--- config.mk ---
export PLATFORM = sky130hd
export DESIGN_NAME = hazard_ctrl_flat
export DESIGN_NICKNAME = d
export VERILOG_FILES = /design/src/rtl/hazard_ctrl_if.sv /design/src/rtl/hazard_ctrl.sv /design/src/flat_wrapper.sv
export SDC_FILE = /design/constraint.sdc
export NUM_CORES = 1
export LEC_CHECK = 0
export ABC_AREA = 1
export BUFFER_PORTS_ARGS = -buffer_cell sky130_fd_sc_hd__buf_2
export CAP_MARGIN = 20
export CORE_MARGIN = 4
export CORE_UTILIZATION = 34
export DETAILED_ROUTE_END_ITERATION = 16
export PLACE_DENSITY = 0.72
export RECOVER_POWER = 25
export SYNTH_ARGS = -nofsm -noshare
export SYNTH_HDL_FRONTEND = slang
export SYNTH_SLANG_ARGS = --single-unit
export TNS_END_PERCENT = 50
--- constraint.sdc ---
create_clock -name clk -period 1 [get_ports clk]
set_input_delay 0.1 -clock clk [delete_from_list [all_inputs] [get_ports clk]]
set_output_delay 0.1 -clock clk [all_outputs]
set_load 0.03 [all_outputs]
--- src/rtl/hazard_ctrl_if.sv ---
// Control bundle between the five-stage core and hazard_ctrl.
// Optional HAZARD_PERF_EN adds the three performance counter outputs.
interface hazard_ctrl_if;
  logic [4:0]  ifid_rs1;
  logic [4:0]  ifid_rs2;
  logic        ifid_uses_rs1;
  logic        ifid_uses_rs2;
  logic [4:0]  idex_rd;
  logic        idex_mem_read;
  logic        ex_redirect;
  logic        imem_req;
  logic        imem_resp;
  logic        dmem_req;
  logic        dmem_resp;
  logic        pc_ld;
  logic        ifid_ld;
  logic        idex_ld;
  logic        exmem_ld;
  logic        memwb_ld;
  logic        ifid_flush;
  logic        idex_flush;
  logic [1:0]  state;
`ifdef HAZARD_PERF_EN
  logic [31:0] perf_freeze_cycles;
  logic [31:0] perf_bubbles;
  logic [31:0] perf_flushes;

  modport master (
    output ifid_rs1, ifid_rs2, ifid_uses_rs1, ifid_uses_rs2, idex_rd, idex_mem_read,
           ex_redirect, imem_req, imem_resp, dmem_req, dmem_resp,
    input  pc_ld, ifid_ld, idex_ld, exmem_ld, memwb_ld, ifid_flush, idex_flush, state,
           perf_freeze_cycles, perf_bubbles, perf_flushes
  );
  modport slave (
    input  ifid_rs1, ifid_rs2, ifid_uses_rs1, ifid_uses_rs2, idex_rd, idex_mem_read,
           ex_redirect, imem_req, imem_resp, dmem_req, dmem_resp,
    output pc_ld, ifid_ld, idex_ld, exmem_ld, memwb_ld, ifid_flush, idex_flush, state,
           perf_freeze_cycles, perf_bubbles, perf_flushes
  );
`else
  modport master (
    output ifid_rs1, ifid_rs2, ifid_uses_rs1, ifid_uses_rs2, idex_rd, idex_mem_read,
           ex_redirect, imem_req, imem_resp, dmem_req, dmem_resp,
    input  pc_ld, ifid_ld, idex_ld, exmem_ld, memwb_ld, ifid_flush, idex_flush, state
  );
  modport slave (
    input  ifid_rs1, ifid_rs2, ifid_uses_rs1, ifid_uses_rs2, idex_rd, idex_mem_read,
           ex_redirect, imem_req, imem_resp, dmem_req, dmem_resp,
    output pc_ld, ifid_ld, idex_ld, exmem_ld, memwb_ld, ifid_flush, idex_flush, state
  );
`endif
endinterface

--- src/rtl/hazard_ctrl.sv ---
// Pipeline freeze / load-use bubble / redirect squash controller for the RV32I core.
// Define HAZARD_PERF_EN to add saturating freeze, bubble and flush counters.
module hazard_ctrl (
  input  logic         clk,
  input  logic         rst_n,
  hazard_ctrl_if.slave bus
);

  typedef enum logic [1:0] {
    RUN    = 2'd0,
    FREEZE = 2'd1,
    BUBBLE = 2'd2
  } state_t;

  state_t state_q;
  state_t state_d;
  logic   imem_done;
  logic   dmem_done;
  logic   imem_done_d;
  logic   dmem_done_d;
  logic   mem_ok_i;
  logic   mem_ok_d;
  logic   advance;
  logic   lu;

  // A response arriving while the other port stalls is remembered until the advancing edge.
  always_comb begin
    mem_ok_i = !bus.imem_req || bus.imem_resp || imem_done;
    mem_ok_d = !bus.dmem_req || bus.dmem_resp || dmem_done;
    advance  = mem_ok_i && mem_ok_d;
    lu = bus.idex_mem_read && (bus.idex_rd != 5'd0) &&
         ((bus.ifid_uses_rs1 && (bus.ifid_rs1 == bus.idex_rd)) ||
          (bus.ifid_uses_rs2 && (bus.ifid_rs2 == bus.idex_rd)));
  end

  always_ff @(posedge clk or negedge rst_n) begin
    if (!rst_n) begin
      state_q   <= RUN;
      imem_done <= 1'b0;
      dmem_done <= 1'b0;
    end else begin
      state_q   <= state_d;
      imem_done <= imem_done_d;
      dmem_done <= dmem_done_d;
    end
  end

  always_comb begin
    state_d        = RUN;
    imem_done_d    = 1'b0;
    dmem_done_d    = 1'b0;
    bus.pc_ld      = 1'b1;
    bus.ifid_ld    = 1'b1;
    bus.idex_ld    = 1'b1;
    bus.exmem_ld   = 1'b1;
    bus.memwb_ld   = 1'b1;
    bus.ifid_flush = 1'b0;
    bus.idex_flush = 1'b0;
    if (!advance) begin
      state_d        = FREEZE;
      imem_done_d    = imem_done || (bus.imem_req && bus.imem_resp);
      dmem_done_d    = dmem_done || (bus.dmem_req && bus.dmem_resp);
      bus.pc_ld      = 1'b0;
      bus.ifid_ld    = 1'b0;
      bus.idex_ld    = 1'b0;
      bus.exmem_ld   = 1'b0;
      bus.memwb_ld   = 1'b0;
    end else if (bus.ex_redirect) begin
      bus.ifid_flush = 1'b1;
      bus.idex_flush = 1'b1;
    end else if (lu) begin
      state_d        = BUBBLE;
      bus.pc_ld      = 1'b0;
      bus.ifid_ld    = 1'b0;
      bus.idex_flush = 1'b1;
    end
    // Hold every pipeline register while reset is asserted.
    if (!rst_n) begin
      bus.pc_ld      = 1'b0;
      bus.ifid_ld    = 1'b0;
      bus.idex_ld    = 1'b0;
      bus.exmem_ld   = 1'b0;
      bus.memwb_ld   = 1'b0;
      bus.ifid_flush = 1'b0;
      bus.idex_flush = 1'b0;
    end
  end

  assign bus.state = state_q;

`ifdef HAZARD_PERF_EN
  logic [31:0] freeze_cnt;
  logic [31:0] bubble_cnt;
  logic [31:0] flush_cnt;

  always_ff @(posedge clk or negedge rst_n) begin
    if (!rst_n) begin
      freeze_cnt <= 32'd0;
      bubble_cnt <= 32'd0;
      flush_cnt  <= 32'd0;
    end else begin
      if (!advance && freeze_cnt != 32'hFFFF_FFFF)
        freeze_cnt <= freeze_cnt + 32'd1;
      if (advance && !bus.ex_redirect && lu && bubble_cnt != 32'hFFFF_FFFF)
        bubble_cnt <= bubble_cnt + 32'd1;
      if (advance && bus.ex_redirect && flush_cnt != 32'hFFFF_FFFF)
        flush_cnt <= flush_cnt + 32'd1;
    end
  end

  assign bus.perf_freeze_cycles = freeze_cnt;
  assign bus.perf_bubbles       = bubble_cnt;
  assign bus.perf_flushes       = flush_cnt;
`endif

endmodule
--- src/flat_wrapper.sv ---
// flat-port wrapper written by rule: the top's interface ports become plain ports
module hazard_ctrl_flat 
  (clk, rst_n, bus_ifid_rs1, bus_ifid_rs2, bus_ifid_uses_rs1, bus_ifid_uses_rs2, bus_idex_rd, bus_idex_mem_read, bus_ex_redirect, bus_imem_req, bus_imem_resp, bus_dmem_req, bus_dmem_resp, bus_pc_ld, bus_ifid_ld, bus_idex_ld, bus_exmem_ld, bus_memwb_ld, bus_ifid_flush, bus_idex_flush, bus_state);
  hazard_ctrl_if bus_i ();
  input  logic clk;
  input  logic rst_n;
  input wire logic [$bits(bus_i.ifid_rs1)-1:0] bus_ifid_rs1;
  input wire logic [$bits(bus_i.ifid_rs2)-1:0] bus_ifid_rs2;
  input wire logic [$bits(bus_i.ifid_uses_rs1)-1:0] bus_ifid_uses_rs1;
  input wire logic [$bits(bus_i.ifid_uses_rs2)-1:0] bus_ifid_uses_rs2;
  input wire logic [$bits(bus_i.idex_rd)-1:0] bus_idex_rd;
  input wire logic [$bits(bus_i.idex_mem_read)-1:0] bus_idex_mem_read;
  input wire logic [$bits(bus_i.ex_redirect)-1:0] bus_ex_redirect;
  input wire logic [$bits(bus_i.imem_req)-1:0] bus_imem_req;
  input wire logic [$bits(bus_i.imem_resp)-1:0] bus_imem_resp;
  input wire logic [$bits(bus_i.dmem_req)-1:0] bus_dmem_req;
  input wire logic [$bits(bus_i.dmem_resp)-1:0] bus_dmem_resp;
  output wire logic [$bits(bus_i.pc_ld)-1:0] bus_pc_ld;
  output wire logic [$bits(bus_i.ifid_ld)-1:0] bus_ifid_ld;
  output wire logic [$bits(bus_i.idex_ld)-1:0] bus_idex_ld;
  output wire logic [$bits(bus_i.exmem_ld)-1:0] bus_exmem_ld;
  output wire logic [$bits(bus_i.memwb_ld)-1:0] bus_memwb_ld;
  output wire logic [$bits(bus_i.ifid_flush)-1:0] bus_ifid_flush;
  output wire logic [$bits(bus_i.idex_flush)-1:0] bus_idex_flush;
  output wire logic [$bits(bus_i.state)-1:0] bus_state;
  assign bus_i.ifid_rs1 = bus_ifid_rs1;
  assign bus_i.ifid_rs2 = bus_ifid_rs2;
  assign bus_i.ifid_uses_rs1 = bus_ifid_uses_rs1;
  assign bus_i.ifid_uses_rs2 = bus_ifid_uses_rs2;
  assign bus_i.idex_rd = bus_idex_rd;
  assign bus_i.idex_mem_read = bus_idex_mem_read;
  assign bus_i.ex_redirect = bus_ex_redirect;
  assign bus_i.imem_req = bus_imem_req;
  assign bus_i.imem_resp = bus_imem_resp;
  assign bus_i.dmem_req = bus_dmem_req;
  assign bus_i.dmem_resp = bus_dmem_resp;
  assign bus_pc_ld = bus_i.pc_ld;
  assign bus_ifid_ld = bus_i.ifid_ld;
  assign bus_idex_ld = bus_i.idex_ld;
  assign bus_exmem_ld = bus_i.exmem_ld;
  assign bus_memwb_ld = bus_i.memwb_ld;
  assign bus_ifid_flush = bus_i.ifid_flush;
  assign bus_idex_flush = bus_i.idex_flush;
  assign bus_state = bus_i.state;
  hazard_ctrl u_core (.clk(clk), .rst_n(rst_n), .bus(bus_i));
endmodule
==> results.sh, run 1 <==
export IMPL_cp_end_kind="output port"
export IMPL_criticalPathCategory="flop to output port"
export IMPL_num_vias=625
export IMPL_numCtsBuffers=3
export IMPL_wl_um=1380
export IMPL_synth_cells=82
export IMPL_worst_path_max_fanout=4
export IMPL_synth_seq_cells=4
export IMPL_synth_ff_type="dfrtp_1"
export IMPL_ant_nets=0
export IMPL_worst_pin_slew_ns=0.233
export IMPL_grt_util_all_layers_pct=15.6
export IMPL_multi_input_area_sq_um=275
export IMPL_dieArea_sq_mm=0.00194
export IMPL_postLayoutSetupSlackWorst_ns=-0.459
export IMPL_dpl_cell_area_sq_um=652
export IMPL_finalSetupViolations=7
export IMPL_diodes=0
export IMPL_finalHoldViolCount=0
export IMPL_synth_most_common_cell="nand2_1"
export IMPL_io_buffers=33
export IMPL_final_util_pct=65.6
export IMPL_period_needed_ns=1.46
export IMPL_max_freq_ghz=0.686
export IMPL_min_path_type="input port to flop"
export IMPL_clockRootBuffer="clkbuf_4"
export IMPL_area_growth_pct=73.4
export IMPL_layout_drive_gt1_share_pct=46.0
export IMPL_io_pins=34
export IMPL_synth_common_cells="nand2_1 (29), inv_1 (17), nor2_1 (12)"
export IMPL_synth_async_reset_ratio_pct=100
export IMPL_synth_area_leaders="nand2_1 (25%), dfrtp_1 (23%), inv_1 (14%)"
export IMPL_clockBufferDepth=2
export IMPL_synth_cell_types=16
export IMPL_drv_cap=0
export IMPL_first_iter_violations=10
export IMPL_coreArea_sq_mm=0.00117
export IMPL_violations="setup timing"
export IMPL_die_h_um=44.1
export IMPL_peakVddDrop_mv=0.393
export IMPL_final_area_sq_um=768
export IMPL_grt_pass1_vias=571
export IMPL_grt_pass1_wl_um=2230
export IMPL_detailed_place_hpwl_um=1060
export IMPL_ys_seq_area_share_pct=22.6
export IMPL_dieWidth_um=44.1
export IMPL_slew_violations=0
export IMPL_cp_start_kind="flop"
export IMPL_critical_path_arrival_ns=1.36
export IMPL_fillers=110
export IMPL_synth_top_area_cell="nand2_1"
export IMPL_period_share_pct=146
export IMPL_max_slew_margin_pct=84.5
export IMPL_seq_area_sq_um=100
export IMPL_gp_congestion=0.745
export IMPL_initial_core_util_pct=37.8
export IMPL_fin_tns_setup_ns=-2.87
export IMPL_synth_nets=107
export IMPL_dr_pass1_iters=4
export IMPL_post_drt_wl_per_cell_um=10.0
export IMPL_gr_total_overflow=0
export IMPL_p_leak_uw=0.000484
export IMPL_cts_max_level=1
export IMPL_clock_sinks=4
export IMPL_clk_pin_slew_ns=0.04
export IMPL_via_per_inst=4.53
export IMPL_power_density_mw_per_mm2=888
export IMPL_rsz0062_at_grt="yes"
export IMPL_antenna_found_initial=0
export IMPL_status="complete, but fails checks"
export IMPL_grt_max_degree=5
export IMPL_netlist_area_sq_um=443
export IMPL_avgSynthCellArea_sq_um=5.40
export IMPL_yosys_warnings=0
export IMPL_synth_edf_count=0
export IMPL_clkLatencyLatePin_ns=0.24
export IMPL_synth_top_area_share_pct=24.6
export IMPL_rows=12
export IMPL_cts_tree="yes"
export IMPL_worstPathRequired_ns=0.90
export IMPL_final_nets=151
export IMPL_fin_skew_ns=0.00313
export IMPL_drc=0
## critical path, stage by stage, from the launching register on
cell and delay, ns:
dfrtp_1 0.35, inv_1 0.04, nand3b_1 0.13, nand2_2 0.10
nor2_4 0.16, nand3_2 0.12, o21ai_4 0.08, buf_6 0.15
## cells in the final DEF, fill, tap and decap left out
cell type      count
nand3b_1           1
clkbuf_1           1
dfrtp_1            4
nand4_1            1
o21ai_0            1
nor2_1            10
buf_6              8
buf_4              6
nand2_2            3
o21ai_4            1
inv_1             15
nor2_2             2
clkbuf_4           3
inv_4              1
nand3_1            2
inv_2              3
dlygate4sd3_1      1
buf_2             26
nand3_2            2
a21oi_1            2
nor2_4             2
nand2_1           29
## per-stage QoR
stage	total power (uW)	instances	hold slack, ns	setup WS [ns]
finish	682	138	0.135	-0.459
global route	740	138	0.158	-0.511
CTS	682	136	0.127	-0.390
detailed placement	430	130	-0.0000546	-0.205
global placement	423	130	0.00498	-0.158
floorplan	336	82	-0.196	-0.289
## metal layers
layer,vias up,share of wire [%],track usage [%]
li1,320,-,-
met1,272,36,14.0
met2,29,55,31.7
met3,4,8.2,2.44
met4,0,1.4,9.04
met5,-,0,0
## where the power goes
part,switching [uW],internal [uW]
registers,2.44,169
clock network,69.1,134
logic,171,136
## registers in the layout, summed over array words and instances, names as in the netlist
signal / count
u_core.bus.state: 2
u_core.dmem_done: 1
u_core.imem_done: 1
## final cells by class
type | count | area share (%)
tap | 14 | 2.28
sequential | 4 | 13.0
clock buffer | 3 | 2.93
timing repair buffer | 42 | 36.3
multi-input combinational | 56 | 35.8
inverter | 19 | 9.61
## logic make-up after synthesis
kind of cell	count (synthesis)	synth area share (%)
AND/OR/NAND/NOR	52	51.7
AO/OA/AOI/OAI	4	4.52
buffers and inverters	22	21.2
flip-flops	4	22.6
## worst paths after layout
kind / cells after the start / to / start / slack [ns]
worst max-delay path: 7 / bus_idex_flush / u_core.imem_done / -0.46
worst min-delay path: 3 / u_core.imem_done / bus_imem_req / 0.13
worst max register to register: 5 / u_core.dmem_done / u_core.imem_done / 0.03
worst min register to register: 2 / u_core.dmem_done / u_core.dmem_done / 0.53
max in group asynchronous: 3 / u_core.bus.state[1] / rst_n / 0.46
min in group asynchronous: 3 / u_core.bus.state[0] / rst_n / 0.35
## repair_timing
action,in CTS,in global routing
hold buffers,1,0
pin swaps,2,1
setup endpoints to repair,7,8
hold endpoints to repair,4,0
gates cloned,0,0
gates resized for setup,16,3
buffers inserted,2,2
No activity file was read; power rests on OpenSTA's default activity.
==> inputs of run 2 (changes only) <==
--- a/config.mk
+++ b/config.mk
@@ -8,7 +8,7 @@
 export ABC_AREA = 1
 export BUFFER_PORTS_ARGS = -buffer_cell sky130_fd_sc_hd__buf_2
 export CAP_MARGIN = 20
-export CORE_MARGIN = 4
+export CORE_MARGIN = 1.5
 export CORE_UTILIZATION = 34
 export DETAILED_ROUTE_END_ITERATION = 16
 export PLACE_DENSITY = 0.72
==> results.sh, run 2 (same netlist as run 1, synthesis figures left out) <==
export IMPL_status="complete, but fails checks"
export IMPL_violations="setup timing"
export IMPL_dpl_cell_area_sq_um=652
export IMPL_gp_congestion=0.771
export IMPL_use_met1_pct=17.2
export IMPL_drc=0
export IMPL_initial_core_util_pct=38.3
export IMPL_grt_pass1_vias=510
export IMPL_crit_path_top_delay_cell="dfrtp_1"
export IMPL_gr_total_overflow=0
export IMPL_layout_drive_gt1_share_pct=43.8
export IMPL_grt_pass1_wl_um=1850
export IMPL_numCtsBuffers=3
export IMPL_worst_path_max_fanout=4
export IMPL_cp_depth=7
export IMPL_critical_path_arrival_ns=1.28
export IMPL_antenna_found_initial=0
export IMPL_clock_sinks=4
export IMPL_grtUsageMet3_pct=6.36
export IMPL_power_density_mw_per_mm2=890
export IMPL_dp_worst_setup_slack_ns=-0.200
export IMPL_clk_pin_slew_ns=0.03
export IMPL_ff2ff_path_depth=5
export IMPL_fin_tns_setup_ns=-2.30
export IMPL_finalSetupViolations=7
export IMPL_path_cells="inv_1 -> nand3b_1 -> nand2_2 -> nor2_4 -> inv_2 -> o21ai_4 -> buf_6"
export IMPL_diodes=0
export IMPL_cts_max_level=1
export IMPL_crit_family="flip-flops"
export IMPL_final_cell_mix="nand2_1 (29), buf_2 (26), inv_1 (15)"
export IMPL_rr_endpoint="u_core.bus.state[1]"
export IMPL_largest_reg_flops=2
export IMPL_postLayoutSetupSlackWorst_ns=-0.377
export IMPL_final_area_sq_um=737
export IMPL_clockRootBuffer="clkbuf_4"
export IMPL_p_leak_uw=0.000468
export IMPL_via_per_inst=4.42
export IMPL_r2r_start="u_core.dmem_done"
export IMPL_io_buffers=33
export IMPL_first_iter_violations=15
export IMPL_slew_violations=0
export IMPL_peakVddDrop_mv=0.451
export IMPL_final_nets=148
export IMPL_ant_nets=0
export IMPL_dieArea_sq_mm=0.00153
export IMPL_regToRegSetupSlack_ns=0.10
export IMPL_cp_end_kind="output port"
export IMPL_layout_commonest_cell="nand2_1"
export IMPL_cts_tree="yes"
export IMPL_criticalPathCategory="flop to output port"
export IMPL_drv_cap=0
export IMPL_power_total_uw=656
export IMPL_fin_skew_ns=0.00105
export IMPL_top_usage_layer="met2"
export IMPL_critical_path_buf_inv_count=3
export IMPL_met2_usage_pct=32.9
export IMPL_crit_path_start="u_core.imem_done"
export IMPL_grt_max_degree=5
export IMPL_grt_util_all_layers_pct=18.3
export IMPL_worstPathRequired_ns=0.90
export IMPL_max_freq_ghz=0.726
export IMPL_detailed_place_hpwl_um=937
export IMPL_dr_pass1_iters=3
export IMPL_wl_um=1170
export IMPL_worst_pin_slew_ns=0.223
export IMPL_rows=12
export IMPL_clockBufferDepth=2
export IMPL_cp_start_kind="flop"
export IMPL_area_growth_pct=66.4
export IMPL_die_h_um=39.1
export IMPL_critPathMaxStageDelay_ns=0.33
export IMPL_max_slew_margin_pct=85.2
export IMPL_rsz0062_at_grt="yes"
export IMPL_clkLatencyLatePin_ns=0.23
export IMPL_period_needed_ns=1.38
export IMPL_num_vias=597
export IMPL_finalHoldViolCount=0
export IMPL_period_share_pct=138
export IMPL_post_drt_wl_per_cell_um=8.68
export IMPL_dieWidth_um=39.1
export IMPL_min_path_type="input port to flop"
export IMPL_crit_end="bus_idex_flush"
export IMPL_coreArea_sq_mm=0.00116
export IMPL_io_pins=34
-- run 2: changes by cell type in the layout (fill, tap and decap cells not counted) --
cell	before	now
inv_4	1	0
buf_6	8	7
buf_4	6	4
inv_2	3	4
nor2_2	2	1
nor2_1	10	11
-- run 2: cell type report --
type                            count  area, sq um
Clock buffer                        3         22.5
Fill cell                         117          419
Inverter                           19         71.3
Multi-Input combinational cell     56          273
Sequential cell                     4          100
Tap cell                           14         17.5
Timing Repair Buffer               39          253
-- run 2: stage by stage --
step | instances | utilization [%] | hold WS [ns]
after floorplan | 82 | - | -0.196
after global placement | 130 | 56.4 | -0.00224
after detailed placement | 130 | 56.4 | 0.00174
after CTS | 135 | 64.1 | 0.139
after global routing | 135 | 63.7 | 0.159
final | 135 | 63.7 | 0.141
-- run 2: layer usage --
layer / wire (um) / up-vias
li1: - / 317
met1: 432 / 255
met2: 658 / 23
met3: 67 / 2
met4: 14 / 0
met5: 0 / -
-- run 2: where the power goes --
| group | internal (uW) | switching, uW |
|---|---|---|
| registers | 169 | 2.56 |
| logic | 127 | 163 |
| clock network | 134 | 59.7 |
-- run 2: repair_timing --
item / in CTS / in global routing
hold buffers: 1 / 0
endpoints found under the setup margin: 7 / 7
hold endpoints to repair: 4 / 0
setup buffers: 1 / 0
resized for setup: 16 / 0
pin swaps: 3 / 0
-- run 2: worst min-delay path, delay by kind of cell --
family | cells | cell delay [ns]
simple gates | 1 | 0.08
compound gates | 1 | 0.05
buf+inv | 1 | 0.09
-- run 2: worst min-delay path by stage --
stage                     endpoint  slack [ns]     startpoint  cells past startpoint
2_1_floorplan  u_core.bus.state[0]       -0.20          rst_n                      0
3_3_place_gp   u_core.bus.state[0]      -0.002          rst_n                      2
3_5_place_dp      u_core.imem_done       0.002          rst_n                      2
4_1_cts           u_core.imem_done        0.14   bus_imem_req                      3
5_1_grt           u_core.imem_done        0.16  bus_imem_resp                      3
6_report          u_core.imem_done        0.14   bus_imem_req                      3
==> inputs of run 3 (changes only) <==
--- a/config.mk
+++ b/config.mk
@@ -8,10 +8,10 @@
 export ABC_AREA = 1
 export BUFFER_PORTS_ARGS = -buffer_cell sky130_fd_sc_hd__buf_2
 export CAP_MARGIN = 20
-export CORE_MARGIN = 1.5
-export CORE_UTILIZATION = 34
+export CORE_AREA = 2 2 39 41
 export DETAILED_ROUTE_END_ITERATION = 16
-export PLACE_DENSITY = 0.72
+export DIE_AREA = 0 0 41 43
+export PLACE_DENSITY = 0.68
 export RECOVER_POWER = 25
 export SYNTH_ARGS = -nofsm -noshare
 export SYNTH_HDL_FRONTEND = slang
==> constraint.sdc (replaced) <==
create_clock -name clk -period 1.4 [get_ports clk]
set_input_delay 0.14 -clock clk [delete_from_list [all_inputs] [get_ports clk]]
set_output_delay 0.14 -clock clk [all_outputs]
set_load 0.03 [all_outputs]
==> results.sh, run 3 (same netlist as run 1, synthesis figures left out) <==
export IMPL_status="finished, final reports clean"
export IMPL_postLayoutSetupSlackWorst_ns=0.00506
export IMPL_worstPathRequired_ns=1.26
export IMPL_ant_nets=0
export IMPL_top_layer="met4"
export IMPL_slew_violations=0
export IMPL_finalSetupViolations=0
export IMPL_worst_pin_slew_ns=0.194
export IMPL_gp_congestion=0.736
export IMPL_criticalPathCategory="flop to output port"
export IMPL_numCtsBuffers=3
export IMPL_layout_commonest_cell="nand2_1"
export IMPL_max_slew_margin_pct=87.0
export IMPL_drc=0
export IMPL_clkLatencyLatePin_ns=0.23
export IMPL_layout_drive_gt1_share_pct=42.9
export IMPL_post_drt_wl_per_cell_um=8.16
export IMPL_met3_length_um=85
export IMPL_via_per_inst=4.19
export IMPL_critical_path_arrival_ns=1.25
export IMPL_clockRootBuffer="clkbuf_4"
export IMPL_worst_path_max_fanout=4
export IMPL_finalHoldViolCount=0
export IMPL_dr_pass1_iters=2
export IMPL_clock_sinks=4
export IMPL_io_pins=34
export IMPL_crit_path_start="u_core.imem_done"
export IMPL_period_needed_ns=1.39
export IMPL_grt_pass1_wl_um=1640
export IMPL_diodes=0
export IMPL_num_vias=566
export IMPL_cts_max_level=1
export IMPL_final_cell_mix="nand2_1 (29), buf_2 (26), inv_1 (15)"
export IMPL_crit_family="flip-flops"
export IMPL_fin_skew_ns=0.00413
export IMPL_cp_start_kind="flop"
export IMPL_grt_util_all_layers_pct=13.5
export IMPL_crit_end="bus_idex_flush"
export IMPL_rows=14
export IMPL_peakVddDrop_mv=0.197
export IMPL_cts_tree="yes"
export IMPL_gr_total_overflow=0
export IMPL_dieWidth_um=41
export IMPL_area_growth_pct=60.5
export IMPL_first_iter_violations=5
export IMPL_drv_cap=0
export IMPL_final_util_pct=51.4
export IMPL_cp_depth=7
export IMPL_power_density_mw_per_mm2=648
export IMPL_fillers=147
export IMPL_die_h_um=43
export IMPL_ff2ff_path_depth=6
export IMPL_initial_core_util_pct=32.0
export IMPL_period_share_pct=99.6
export IMPL_critical_path_buf_inv_count=3
export IMPL_largest_reg_flops=2
export IMPL_dp_worst_setup_slack_ns=0.154
export IMPL_grt_pass1_vias=485
export IMPL_crit_path_top_delay_cell="dfrtp_1"
export IMPL_critPathMaxStageDelay_ns=0.33
export IMPL_coreArea_sq_mm=0.00138
export IMPL_final_nets=146
export IMPL_path_cells="inv_1 -> nand3b_1 -> nand2_2 -> nor2_4 -> inv_2 -> o21ai_2 -> buf_6"
export IMPL_p_leak_uw=0.000462
export IMPL_clockBufferDepth=2
export IMPL_min_path_type="input port to flop"
export IMPL_detailed_place_hpwl_um=879
export IMPL_r2r_start="u_core.imem_done"
export IMPL_wl_met1_um=430
export IMPL_antenna_found_initial=0
export IMPL_cp_end_kind="output port"
export IMPL_grt_max_degree=5
export IMPL_power_total_uw=461
export IMPL_clk_pin_slew_ns=0.03
export IMPL_rr_endpoint="u_core.bus.state[1]"
export IMPL_met2_length_um=576
export IMPL_wl_um=1100
export IMPL_io_buffers=33
export IMPL_rsz0062_at_grt="yes"
export IMPL_dieArea_sq_mm=0.00176
export IMPL_max_freq_ghz=0.717
export IMPL_regToRegSetupSlack_ns=0.39
[run 3: layout make-up]
cell class,instances,area (sq um),area share (%)
Inverter,19,71.3,10.0
Sequential cell,4,100,14.1
Multi-Input combinational cell,56,255,35.9
Timing Repair Buffer,37,241,34.0
Clock buffer,3,22.5,3.17
Tap cell,16,20.0,2.82
[run 3: per-stage QoR]
stage / hold slack (ns) / instance area (sq um) / setup TNS (ns) / std cells
floorplan: -0.156 / 447 / -0.0852 / 82
global placement: -0.0455 / 609 / 0 / 128
detailed placement: -0.0406 / 609 / 0 / 128
CTS: 0.175 / 678 / -0.0332 / 134
global route: 0.176 / 711 / -0.305 / 135
finish: 0.177 / 711 / 0 / 135
[run 3: layer usage]
metal | vias to the layer above | track usage (%)
li1 | 314 | -
met1 | 229 | 12.5
met2 | 21 | 24.1
met3 | 2 | 2.09
met4 | 0 | 10.0
met5 | - | 0
[run 3: worst min-delay path by stage]
stage / startpoint / endpoint / cells past startpoint
after floorplan: rst_n / u_core.bus.state[0] / 0
after detailed placement: rst_n / u_core.dmem_done / 1
after global placement: rst_n / u_core.dmem_done / 1
after global routing: bus_dmem_resp / u_core.dmem_done / 3
after CTS: bus_dmem_resp / u_core.dmem_done / 3
final: bus_dmem_resp / u_core.dmem_done / 3
[run 3: worst register-to-register path: cells and delay by family (launching register included)]
kind	cells	cell delay (ns)
simple gates	3	0.30
flops	1	0.33
buf+inv	3	0.31
[run 3: power breakdown]
group / switching [uW] / internal, uW
Clock: 41.7 / 95.5
Sequential: 1.35 / 121
Combinational: 112 / 89.2
[run 3: what timing repair did]
action,CTS,global route
setup buffers,2,1
endpoints found under the setup margin,4,7
pin swaps,3,1
hold buffers,1,0
resized for setup,9,8
hold endpoints to repair,4,0
